==> src/rtl/end_screen_pkg.sv <==
// Shared types and constants for the end screen renderer.
// Contents: FSM state type, 3x5 digit font, palette colours, small pixel helpers.
package end_screen_pkg;

    typedef enum logic [1:0] {
        IDLE    = 2'd0,
        CONVERT = 2'd1,
        FADE    = 2'd2,
        HOLD    = 2'd3
    } state_t;

    localparam logic [7:0] WON_R_BASE  = 8'h7F;
    localparam logic [7:0] WON_G       = 8'hB0;
    localparam logic [7:0] WON_B       = 8'h8A;
    localparam logic [7:0] LOST_R      = 8'hFF;
    localparam logic [7:0] LOST_G_BASE = 8'h7A;
    localparam logic [7:0] LOST_B      = 8'h09;
    localparam logic [7:0] ICON_COLOR  = 8'hFF;
    localparam logic [7:0] DIGIT_COLOR = 8'hFF;

    // Glyph rows run top to bottom in bits [14:12]..[2:0]; bit 2 of a row is its leftmost column.
    localparam logic [14:0] FONT_ROM [10] = '{
        15'b111_101_101_101_111,
        15'b010_110_010_010_111,
        15'b111_001_111_100_111,
        15'b111_001_111_001_111,
        15'b101_101_111_001_001,
        15'b111_100_111_001_111,
        15'b111_100_111_101_111,
        15'b111_001_001_001_001,
        15'b111_101_111_101_111,
        15'b111_101_111_001_111
    };

    function automatic logic [2:0] font_row(input logic [3:0] digit, input logic [2:0] row);
        logic [14:0] glyph;
        glyph = (digit <= 4'd9) ? FONT_ROM[digit] : 15'd0;
        case (row)
            3'd0:    return glyph[14:12];
            3'd1:    return glyph[11:9];
            3'd2:    return glyph[8:6];
            3'd3:    return glyph[5:3];
            3'd4:    return glyph[2:0];
            default: return 3'b000;
        endcase
    endfunction

    function automatic logic in_range(input logic signed [11:0] v, input int lo, input int hi);
        return (int'(v) >= lo) && (int'(v) <= hi);
    endfunction

    function automatic logic [7:0] scale_channel(input logic [7:0] c, input logic [7:0] b);
        return (b == 8'hFF) ? c : 8'((16'(c) * 16'(b)) >> 8);
    endfunction

endpackage

==> src/rtl/end_screen_renderer_bin2bcd.sv <==
// Sequential shift-add-3 binary to BCD converter, one input bit per clock.
// done is high for one cycle once the final bit has been shifted in.
module bin2bcd_seq #(
    parameter int BIN_W  = 16,
    parameter int DIGITS = 3
) (
    input  logic                  clk,
    input  logic                  reset_n,
    input  logic                  clear,
    input  logic                  start,
    input  logic [BIN_W-1:0]      bin,
    output logic [4*DIGITS-1:0]   bcd,
    output logic                  done
);

    localparam int BCD_W = 4 * DIGITS;
    localparam int CNT_W = $clog2(BIN_W + 1);

    logic [BCD_W+BIN_W-1:0] shift_q;
    logic [BCD_W+BIN_W-1:0] step_in;
    logic [BCD_W+BIN_W-1:0] step_out;
    logic [CNT_W-1:0]       count_q;
    logic                   active_q;

    // The start cycle already performs the first shift, so the whole run is BIN_W edges.
    always_comb begin
        step_in  = start ? {{BCD_W{1'b0}}, bin} : shift_q;
        step_out = step_in;
        for (int d = 0; d < DIGITS; d++) begin
            if (step_out[BIN_W+4*d +: 4] >= 4'd5) begin
                step_out[BIN_W+4*d +: 4] = step_out[BIN_W+4*d +: 4] + 4'd3;
            end
        end
        step_out = step_out << 1;
    end

    always_ff @(posedge clk) begin
        if (!reset_n) begin
            shift_q  <= '0;
            count_q  <= '0;
            active_q <= 1'b0;
        end else if (clear) begin
            active_q <= 1'b0;
        end else if (start) begin
            shift_q  <= step_out;
            count_q  <= CNT_W'(BIN_W - 1);
            active_q <= 1'b1;
        end else if (active_q) begin
            if (count_q != '0) begin
                shift_q <= step_out;
                count_q <= count_q - 1'b1;
            end else begin
                active_q <= 1'b0;
            end
        end
    end

    assign done = active_q && (count_q == '0);
    assign bcd  = shift_q[BCD_W+BIN_W-1 -: BCD_W];

endmodule

==> src/rtl/end_screen_renderer.sv <==
// End-of-game screen: fades in a won/lost palette with an icon and the final score.
// Defining END_SCREEN_BLINK_EN makes the score digits blink 32 frames on / 32 off in HOLD.
module end_screen_renderer
    import end_screen_pkg::*;
#(
    parameter int CENTER_X  = 320,
    parameter int CENTER_Y  = 240,
    parameter int CELL_LOG2 = 4,
    parameter int SCORE_W   = 16,
    parameter int DIGITS    = 3,
    parameter int FADE_STEP = 16
) (
    input  logic               Clk,
    input  logic               Reset_n,
    input  logic               frame_tick,
    input  logic               is_won,
    input  logic               is_lost,
    input  logic [SCORE_W-1:0] score,
    input  logic [9:0]         DrawX,
    input  logic [9:0]         DrawY,
    output logic [7:0]         VGA_R,
    output logic [7:0]         VGA_G,
    output logic [7:0]         VGA_B,
    output logic               busy
);

    localparam int MAX_SCORE = 10 ** DIGITS - 1;
    localparam int FIELD_W   = DIGITS * 32;
    localparam int ORIGIN_X  = CENTER_X - DIGITS * 16;
    localparam int ORIGIN_Y  = CENTER_Y + 80;

    state_t                state;
    logic                  won_q;
    logic [SCORE_W-1:0]    score_q;
    logic [SCORE_W-1:0]    score_clamped;
    logic [7:0]            brightness;
    logic [8:0]            bright_sum;
    logic                  conv_start;
    logic                  conv_done;
    logic [4*DIGITS-1:0]   bcd;
`ifdef END_SCREEN_BLINK_EN
    logic [5:0]            frame_cnt;
`endif

    assign score_clamped = (32'(score) > MAX_SCORE) ? SCORE_W'(MAX_SCORE) : score;
    assign bright_sum    = {1'b0, brightness} + 9'(FADE_STEP);

    bin2bcd_seq #(
        .BIN_W  (SCORE_W),
        .DIGITS (DIGITS)
    ) u_bin2bcd (
        .clk     (Clk),
        .reset_n (Reset_n),
        .clear   (state == IDLE),
        .start   (conv_start),
        .bin     (score_q),
        .bcd     (bcd),
        .done    (conv_done)
    );

    // Dropping both outcome flags aborts whatever is in progress, ahead of normal progress.
    always_ff @(posedge Clk) begin
        if (!Reset_n) begin
            state      <= IDLE;
            won_q      <= 1'b0;
            score_q    <= '0;
            brightness <= '0;
            conv_start <= 1'b0;
            busy       <= 1'b0;
`ifdef END_SCREEN_BLINK_EN
            frame_cnt  <= '0;
`endif
        end else begin
            conv_start <= 1'b0;
            if (state != IDLE && !is_won && !is_lost) begin
                state      <= IDLE;
                brightness <= '0;
                busy       <= 1'b0;
            end else begin
                case (state)
                    IDLE: begin
                        if (is_won || is_lost) begin
                            won_q      <= is_won;
                            score_q    <= score_clamped;
                            conv_start <= 1'b1;
                            brightness <= '0;
                            busy       <= 1'b1;
                            state      <= CONVERT;
                        end
                    end
                    CONVERT: begin
                        if (conv_done) begin
                            brightness <= '0;
                            state      <= FADE;
                        end
                    end
                    FADE: begin
                        if (frame_tick) begin
                            if (bright_sum >= 9'd255) begin
                                brightness <= 8'hFF;
                                busy       <= 1'b0;
                                state      <= HOLD;
`ifdef END_SCREEN_BLINK_EN
                                frame_cnt  <= '0;
`endif
                            end else begin
                                brightness <= bright_sum[7:0];
                            end
                        end
                    end
                    HOLD: begin
                        brightness <= 8'hFF;
`ifdef END_SCREEN_BLINK_EN
                        if (frame_tick) begin
                            frame_cnt <= frame_cnt + 6'd1;
                        end
`endif
                    end
                    default: state <= IDLE;
                endcase
            end
        end
    end

    logic signed [11:0] dx_raw, dy_raw, dx, dy;
    logic signed [11:0] rel_x, rel_y;
    logic               icon_hit;
    logic               in_field;
    logic               digits_visible;
    logic               digit_hit;
    logic [2:0]         digit_idx;
    logic [3:0]         digit_val;
    logic [2:0]         font_bits;
    logic [7:0]         bg_shift;
    logic [23:0]        pix;

    assign dx_raw = 12'(CENTER_X) - {2'b00, DrawX};
    assign dy_raw = 12'(CENTER_Y) - {2'b00, DrawY};
    assign dx     = dx_raw >>> CELL_LOG2;
    assign dy     = dy_raw >>> CELL_LOG2;

    assign icon_hit = (in_range(dy, 2, 2)   && in_range(dx, 0, 0))
                   || (in_range(dy, 1, 1)   && in_range(dx, -1, 1))
                   || (in_range(dy, 0, 0)   && in_range(dx, -3, 3))
                   || (in_range(dy, -3, -1) && in_range(dx, -4, 4));

    assign rel_x     = {2'b00, DrawX} - 12'(ORIGIN_X);
    assign rel_y     = {2'b00, DrawY} - 12'(ORIGIN_Y);
    assign in_field  = in_range(rel_x, 0, FIELD_W - 1) && in_range(rel_y, 0, 39)
                    && (rel_x[4:3] != 2'b11);
    assign digit_idx = rel_x[7:5];

    // Digit slot 0 is the leftmost, i.e. the most significant BCD nibble.
    always_comb begin
        digit_val = '0;
        for (int i = 0; i < DIGITS; i++) begin
            if (digit_idx == 3'(DIGITS - 1 - i)) begin
                digit_val = bcd[4*i +: 4];
            end
        end
    end

    assign font_bits = font_row(digit_val, rel_y[5:3]);

`ifdef END_SCREEN_BLINK_EN
    assign digits_visible = (state == FADE) || (state == HOLD && !frame_cnt[5]);
`else
    assign digits_visible = (state == FADE) || (state == HOLD);
`endif

    assign digit_hit = in_field && digits_visible && font_bits[2'd2 - rel_x[4:3]];
    assign bg_shift  = {1'b0, DrawX[9:3]};

    always_comb begin
        if (icon_hit) begin
            pix = {ICON_COLOR, ICON_COLOR, ICON_COLOR};
        end else if (digit_hit) begin
            pix = {DIGIT_COLOR, DIGIT_COLOR, DIGIT_COLOR};
        end else if (won_q) begin
            pix = {WON_R_BASE - bg_shift, WON_G, WON_B};
        end else begin
            pix = {LOST_R, LOST_G_BASE - bg_shift, LOST_B};
        end
    end

    always_ff @(posedge Clk) begin
        if (!Reset_n || state == IDLE) begin
            VGA_R <= '0;
            VGA_G <= '0;
            VGA_B <= '0;
        end else begin
            VGA_R <= scale_channel(pix[23:16], brightness);
            VGA_G <= scale_channel(pix[15:8],  brightness);
            VGA_B <= scale_channel(pix[7:0],   brightness);
        end
    end

endmodule
==> config.mk <==
export PLATFORM = sky130hd
export DESIGN_NAME = end_screen_renderer
export DESIGN_NICKNAME = d
export VERILOG_FILES = /design/src/rtl/end_screen_pkg.sv /design/src/rtl/end_screen_renderer_bin2bcd.sv /design/src/rtl/end_screen_renderer.sv
export SDC_FILE = /design/constraint.sdc
export NUM_CORES = 1
export LEC_CHECK = 0
export ABC_AREA = 0
export CAP_MARGIN = 20
export CELL_PAD_IN_SITES_DETAIL_PLACEMENT = 1
export CELL_PAD_IN_SITES_GLOBAL_PLACEMENT = 2
export CORE_MARGIN = 2
export CORE_UTILIZATION = 37
export CTS_CLUSTER_DIAMETER = 100
export CTS_CLUSTER_SIZE = 8
export DETAILED_ROUTE_END_ITERATION = 6
export PLACE_DENSITY = 0.89
export SLEW_MARGIN = 15
export SYNTH_ARGS = -nofsm -noshare
export SYNTH_HDL_FRONTEND = slang
export SYNTH_SLANG_ARGS = --single-unit
==> constraint.sdc <==
create_clock -name Clk -period 15.3 [get_ports Clk]
set_input_delay 4.59 -clock Clk [delete_from_list [all_inputs] [get_ports Clk]]
set_output_delay 4.59 -clock Clk [all_outputs]
set_load 0.005 [all_outputs]
# After elaboration in Yosys (flattened, before gate mapping)

Memory sizes are Yosys's and may differ from the RTL's.
Cells that the tools add are included.

Order comparisons: 28
Muxes and demuxes: 44
Reductions and logical operators: 48
$add $sub $neg: 12
Bitwise operators: 4
Equal/unequal tests: 15
Multipliers: 3

Operator list:

| kind                    | number |
|---|---|
| $mux W28                | 4 |
| $mux W24                | 3 |
| $mux W8                 | 7 |
| $mul A8 B8 Y16          | 3 |
| $mux W15                | 3 |
| $pmux W8 S4             | 1 |
| $ge A7 B3 Y1 const B    | 4 |
| $ge A11 B1 Y1 const B   | 2 |
| $sub A10 B9 Y11 const B | 2 |
| $ge A7 B1 Y1 const B    | 3 |
| $le A7 B1 Y1 const B    | 3 |
| $logic_and A1 B1 Y1     | 21 |
| $mux W4                 | 5 |
| $gt A16 B10 Y1 const B  | 1 |
| $mux W16                | 1 |
| $sub A7 B7 Y8 const A   | 2 |
| $mux W5                 | 3 |
| $pmux W3 S5             | 1 |
| $le A7 B2 Y1 const B    | 2 |
| $le A7 B3 Y1 const B    | 2 |
| $ge A4 B3 Y1 const B    | 3 |
| $le A11 B7 Y1 const B   | 1 |
| $le A11 B8 Y1 const B   | 1 |
| $sub A8 B10 Y11 const A | 1 |
| 40 further kinds        | 75 |

Output and inout bits: 25
Register bits after elaboration: 87
Memories kept: 1
Logic and storage cells: 167
Memory bits (read-only): 240
Input bits: 41

Memories:

| memory          | depth | width | read ports | clocked after Yosys merged registers in | write ports | line                 | source |
|---|---|---|---|---|---|---|---|
| (no name shown) | 16    | 15    | 1          | 0                                       | 0           | end_screen_pkg.sv:37 | `glyph = (digit <= 4'd9) ? FONT_ROM[digit] : 15'd0;` |

# Logic depth before layout (Yosys ltp)

Gate-level depths: netlist (run 1).

Depth after elaboration: 18
Mapped depth: 35
Gate-level depth less buffers: 31

# Cells and area by module

From an unflattened synthesis (run 1), not the netlist that was laid out.

Cells, all modules: 1165
Area total of the unflattened synthesis: 10022.1 um^2

By module, submodules not included:

| module              | sequential area each (um^2) | instances | area an instance (um^2) | cells an instance |
|---|---|---|---|---|
| end_screen_renderer | 1001.0                      | 1         | 8176.6                  | 958 |
| bin2bcd_seq         | 660.6                       | 1         | 1845.5                  | 207 |

# Worst setup path after synthesis (run 1)

No wires, ideal clock.

Path type: input -> register
From: input DrawX[4]
To: register VGA_R[7]
Data arrival time: 12.312 ns
Required time: 15.185 ns
Path buffers: 3
Library setup time: 0.115 ns
Stages: 31
Slack: 2.873 ns
Path through: clkbuf_1 -> inv_1 -> ha_1 -> xnor2_2 -> mux2i_1 -> nand2_1 -> ha_1 -> and3_1 -> o21bai_1 -> o311ai_0 -> a211o_1 -> nand4_1 -> a311oi_2 -> or2_1 -> buf_4 -> buf_4 -> o21ai_0 -> fa_1 -> inv_1 -> fa_1 -> fa_1 -> inv_1 -> fa_1 -> inv_1 -> ha_1 -> o41ai_1 -> o211ai_1 -> a21o_1 -> a21oi_1 -> nor2_1 -> a2111oi_0

Word-level cells in the longest chain between the ends: 18
Elaborated cells on any way between the ends: 51
Those cells by class: 4 x add/sub; 1 x mul; 11 x order compare; 3 x eq/ne; 13 x mux; 1 x bitwise; 17 x reduce/logical; 1 x memory

Ends and longest elaborated chain:

| element                                      | line                       | source |
|---|---|---|
| start, declared                              | end_screen_renderer.sv:19  | `input logic [9:0] DrawX,` |
| $sub A10 B9 Y11                              | end_screen_renderer.sv:147 | `assign rel_x = {2'b00, DrawX} - 12'(ORIGIN_X);` |
| $eq A3 B2 Y1                                 | end_screen_renderer.sv:157 | `if (digit_idx == 3'(DIGITS - 1 - i)) begin` |
| $mux W4 (3 in series)                        | end_screen_renderer.sv:157 |  |
| $not A4 Y5 (not written as such)             | end_screen_pkg.sv:37       |  |
| $mem_v2 Z16 W15                              | n/a                        |  |
| $mux W15 (not written as such) (2 in series) | end_screen_pkg.sv:37       |  |
| $mux W15                                     | end_screen_pkg.sv:37       |  |
| $pmux W3 S5                                  | end_screen_pkg.sv:38       | `case (row)` |
| $bmux W1 S2                                  | end_screen_renderer.sv:171 | `assign digit_hit = in_field && digits_visible && font_bits[2'd2 - rel_x[4:3]];` |
| $mux W1 (not written as such)                | end_screen_renderer.sv:171 |  |
| $logic_and A1 B1 Y1                          | end_screen_renderer.sv:171 |  |
| $mux W24                                     | end_screen_renderer.sv:177 | `end else if (digit_hit) begin` |
| $mux W24 (*)                                 | end_screen_renderer.sv:175 | `if (icon_hit) begin` |
| $mul A8 B8 Y16                               | end_screen_pkg.sv:53       | `return (b == 8'hFF) ? c : 8'((16'(c) * 16'(b)) >> 8);` |
| $mux W8 (*)                                  | end_screen_pkg.sv:53       |  |
| end signal, assigned                         | end_screen_renderer.sv:192 | `VGA_R <= scale_channel(pix[23:16], brightness);` |
| end, declared                                | end_screen_renderer.sv:21  | `output logic [7:0] VGA_R,` |

Mark *: on every way between the ends. The rest lies on a longest branch, timed or not. The select of a mux whose other input is x is not followed.
A chain may end at the register's enable or synchronous reset.

# Worst setup path after layout (run 1)

From: input DrawX[5]
To: register VGA_R[7]

Same word-level chain as after synthesis.

==> parameters.txt, run 1 <==
Parameter                              Value

Floorplan
  Number of top-level pins    66
  Die X-Extent    approximately 170 um
  DIE HEIGHT    around 170 um
  Site Rows    61
  Initial Util    between 30% and 40%
  Core region area    27630 um^2
  Die footprint    slightly below 30000 um^2

Clock network
  Clock tree root buffer cell    clkbuf_16
  Sinks on the clock net    83
  Clock insertion delay at the later pin of the skew report    about 370 ps
  Clock buffers created by TritonCTS    9
  CTS H-tree lvls    3
  Clock tree from TritonCTS    yes
  Resized Gates After CTS    0
  Longest Clk Path Bufs    2
  Hold_buf cts    0
  Post-CTS setup buffer count    0
  Clock-pin slew on the worst setup and hold paths    approximately 70 ps

Setup path
  Crit path launch type    input port
  Endpoint class of the critical path    register
  Sum of buffers and inverters on the critical path    5
  Type of the worst setup path    input port to register
  Family with the most delay on the worst path    compound AO/OA/AOI/OAI gates
  Length in cells of the worst reg-to-reg path    26
  CP required    around 16000 ps
  Largest fanout of any net on the critical path    39
  Delay of the slowest cell on the worst path    approximately 860 ps
  Max stage delay cell, worst path    clkdlybuf4s50_1
  Critical R2R Capture    VGA_R[7]
  Reg-to-reg critical path startpoint    u_bin2bcd.shift_q[25]
  Register-to-register setup slack    between 7000 and 8000 ps
  Arrival time at the worst endpoint    14010 ps

Global route
  Met2 usage    35.64%
  Most heavily used metal layer in global routing    met2
  Global routing usage summed across all routing layers    19.77%
  Met3 usage    roughly 2.5%
  Met1 track demand over resource    25.08%
  Global-route wire length before repair    about 46 mm
  Via count of the first global-routing pass    around 9000
  Antenna violations before repair    0
  Pin count of the biggest net entering global routing    between 50 and 60
  Gr ovfl total    0

Min path
  Hold Crit Depth    1
  Hold Path End    score_q[13]
  Hold crit path type    register to register
  Worst hold start    score_q[13]

Timing
  Fmax    around 0.073 GHz
  Count of endpoints failing setup in the final report    0
  Unrepaired setup endpoints after global routing    false
  Final hold violations    0
  Worst-Margin Slew    between 1000 and 1500 ps
  Final worst slack    ~1500 ps
  Remaining max-slew budget at the tightest pin    32.54%
  Min Clock Period, post-route    13790 ps
  Final slew viol count    0
  Setup Skew    11.19 ps
  Final Cycle Share    approximately nine tenths
  TNS Setup    0 ps
  Final worst hold slack    between 400 and 500 ps

Routing
  Starting DRT DRC Count    about 350
  Pre-antenna DRT Iters    4
  Via density per instance    5.337
  DRC violation count after routing    0
  Via Count    ~8500
  Total routed wirelength    between 20 and 30 mm
  Residual antenna-violating net count after detailed routing    0
  Final routed wire length divided by cell count    17.25 um

Logic synthesis
  Sequential fraction of the synthesis area    between 15 and 20%
  Synthesized Nets    1467
  FFs w/ async S/R, synth    0%
  Flop and latch count out of synthesis    between 80 and 90
  EDFF count, synth    0
  Mean Syn Cell Area    between 8 and 9 um^2
  Distinct cell type count of the synthesized netlist    75
  Gate Count Post-Synth    1199
  Primary FF master, synth    dfxtp_1
  Post-Syn Area    10320 um^2
  Warning count from the yosys run    0

Cells and area
  Commonest cells after routing, fill and taps aside    inv_1 (169), ha_1 (128), fa_1 (99), dfxtp_1 (83), nor2_1 (72)
  Fraction of final layout cells with drive strength greater than 1    4.173%
  Number of filler cells placed in the layout    3302
  Post-layout util    approximately two fifths
  Final layout net count    around 1500
  Area delta synth->final    11.73%
  Most common library cell in the layout ignoring fill and taps    inv_1
  Count of inserted antenna diode cells    0

Placement
  Total of buffers placed on input and output ports    between 60 and 70
  HPWL after detailed placement    21.24 mm
  Pre-CTS setup slack    roughly 1200 ps
  Final weighted congestion of routability-driven global placement    0.8311

Pwr
  P_leak    ~5.6 nW
  Power density of the placed cells    100.0 nW/um^2
  Peak ir drop on the vdd network    around 58 uV

Job
  Max-cap viol count    0

Status
  Run status    complete, no violations
## cell usage after synthesis, types with 6 or more instances
| cell type | number | area [um^2] |
|---|---|---|
| nand2_1 | 57 | 214.0 |
| mux2i_1 | 26 | 260.3 |
| o21a_1 | 29 | 217.7 |
| o21ai_1 | 14 | 70.07 |
| and2_1 | 8 | 50.05 |
| nand4_1 | 8 | 50.05 |
| xor2_1 | 13 | 113.9 |
| a21o_1 | 9 | 67.56 |
| o21ai_0 | 53 | 265.3 |
| a211oi_1 | 10 | 75.07 |
| o211ai_1 | 6 | 45.04 |
| nor3_1 | 26 | 130.1 |
| o22ai_1 | 6 | 37.54 |
| clkbuf_1 | 51 | 191.4 |
| ha_1 | 128 | 1602 |
| dfxtp_1 | 83 | 1662 |
| inv_1 | 169 | 634.4 |
| xnor2_1 | 26 | 227.7 |
| fa_1 | 99 | 1982 |
| a21oi_1 | 53 | 265.3 |
| nand2b_1 | 16 | 100.1 |
| or2_2 | 6 | 37.54 |
| a221oi_1 | 11 | 96.34 |
| a211o_1 | 7 | 61.31 |
| buf_2 | 6 | 30.03 |
| and3_1 | 15 | 93.84 |
| nand3_1 | 20 | 100.1 |
| a31oi_1 | 25 | 156.4 |
| nor2_1 | 73 | 274.0 |
| o211a_1 | 21 | 210.2 |
| nor2b_1 | 15 | 93.84 |
| a21boi_0 | 19 | 142.6 |
| o21bai_1 | 6 | 45.04 |
## area by class of cell
type | count | area [um^2] | share of cell area, %
clock buffers | 10 | 229.0 | 1.985
clock inverters | 6 | 71.32 | 0.6183
inverters | 170 | 638.1 | 5.532
multi-input cells | 876 | 7721 | 66.94
flip-flops and latches | 83 | 1662 | 14.41
well taps | 378 | 473.0 | 4.100
repair buffers | 77 | 740.7 | 6.422
## cells by family after synthesis
family                     count (synthesis)  synth area share (%)
muxes                                     30                 2.957
adders and majority gates                227                 34.71
xor gates and xnor gates                  40                 3.466
DFF                                       83                 16.09
buffers and inverters                    240                 9.211
and+or+nand+nor                          273                 13.25
AOI/OAI and AO/OA                        306                 20.31
## per-stage QoR
| stage | std cells | instance area [um^2] | power [mW] |
|---|---|---|---|
| after global routing | 1600 | 11530 | 1.287 |
| after global placement | 1584 | 11230 | 0.9030 |
| after floorplan | 1199 | 10320 | 0.7512 |
| after detailed placement | 1584 | 11230 | 0.9327 |
| after CTS | 1600 | 11530 | 1.173 |
| final | 1600 | 11530 | 1.154 |
## per-layer routing
metal / vias up / share of wire, %
met5: - / 0
met4: 0 / 1.3
met3: 22 / 3.0
met2: 131 / 50
met1: 4244 / 46
li1: 4142 / -
## where the power goes
part / switching (mW) / internal (mW)
registers: 0.0308 / 0.251
logic: 0.386 / 0.254
clock network: 0.104 / 0.128
## how the worst max path moves through the flow
stage | startpoint | slack (ps) | depth (start not counted) | end
finish | DrawX[5] | 1510 | 29 | VGA_R[7]
global route | DrawX[5] | 690 | 29 | VGA_R[7]
CTS | DrawX[5] | 1550 | 29 | VGA_R[7]
detailed placement | DrawX[5] | 1210 | 29 | VGA_R[7]
global placement | DrawX[5] | 1610 | 29 | VGA_R[7]
floorplan | DrawX[4] | 2870 | 31 | VGA_R[7]
## sequential cells by signal (all words and copies together) (netlist names)
signal              count
VGA_B                   8
VGA_G                   8
VGA_R                   8
brightness              5
busy                    1
conv_start              1
score_q                16
state                   2
u_bin2bcd.active_q      1
u_bin2bcd.count_q       5
u_bin2bcd.shift_q      27
won_q                   1
Note: power is estimated with default switching activity, not from simulation.
==> inputs of run 2 (changes only) <==
--- a/config.mk
+++ b/config.mk
@@ -15,6 +15,7 @@
 export CTS_CLUSTER_SIZE = 8
 export DETAILED_ROUTE_END_ITERATION = 6
 export PLACE_DENSITY = 0.89
+export SKIP_CTS_REPAIR_TIMING = 1
 export SLEW_MARGIN = 15
 export SYNTH_ARGS = -nofsm -noshare
 export SYNTH_HDL_FRONTEND = slang
==> results of run 2 <==
No change in the layout: final DEF, timing and power equal those of run 1.
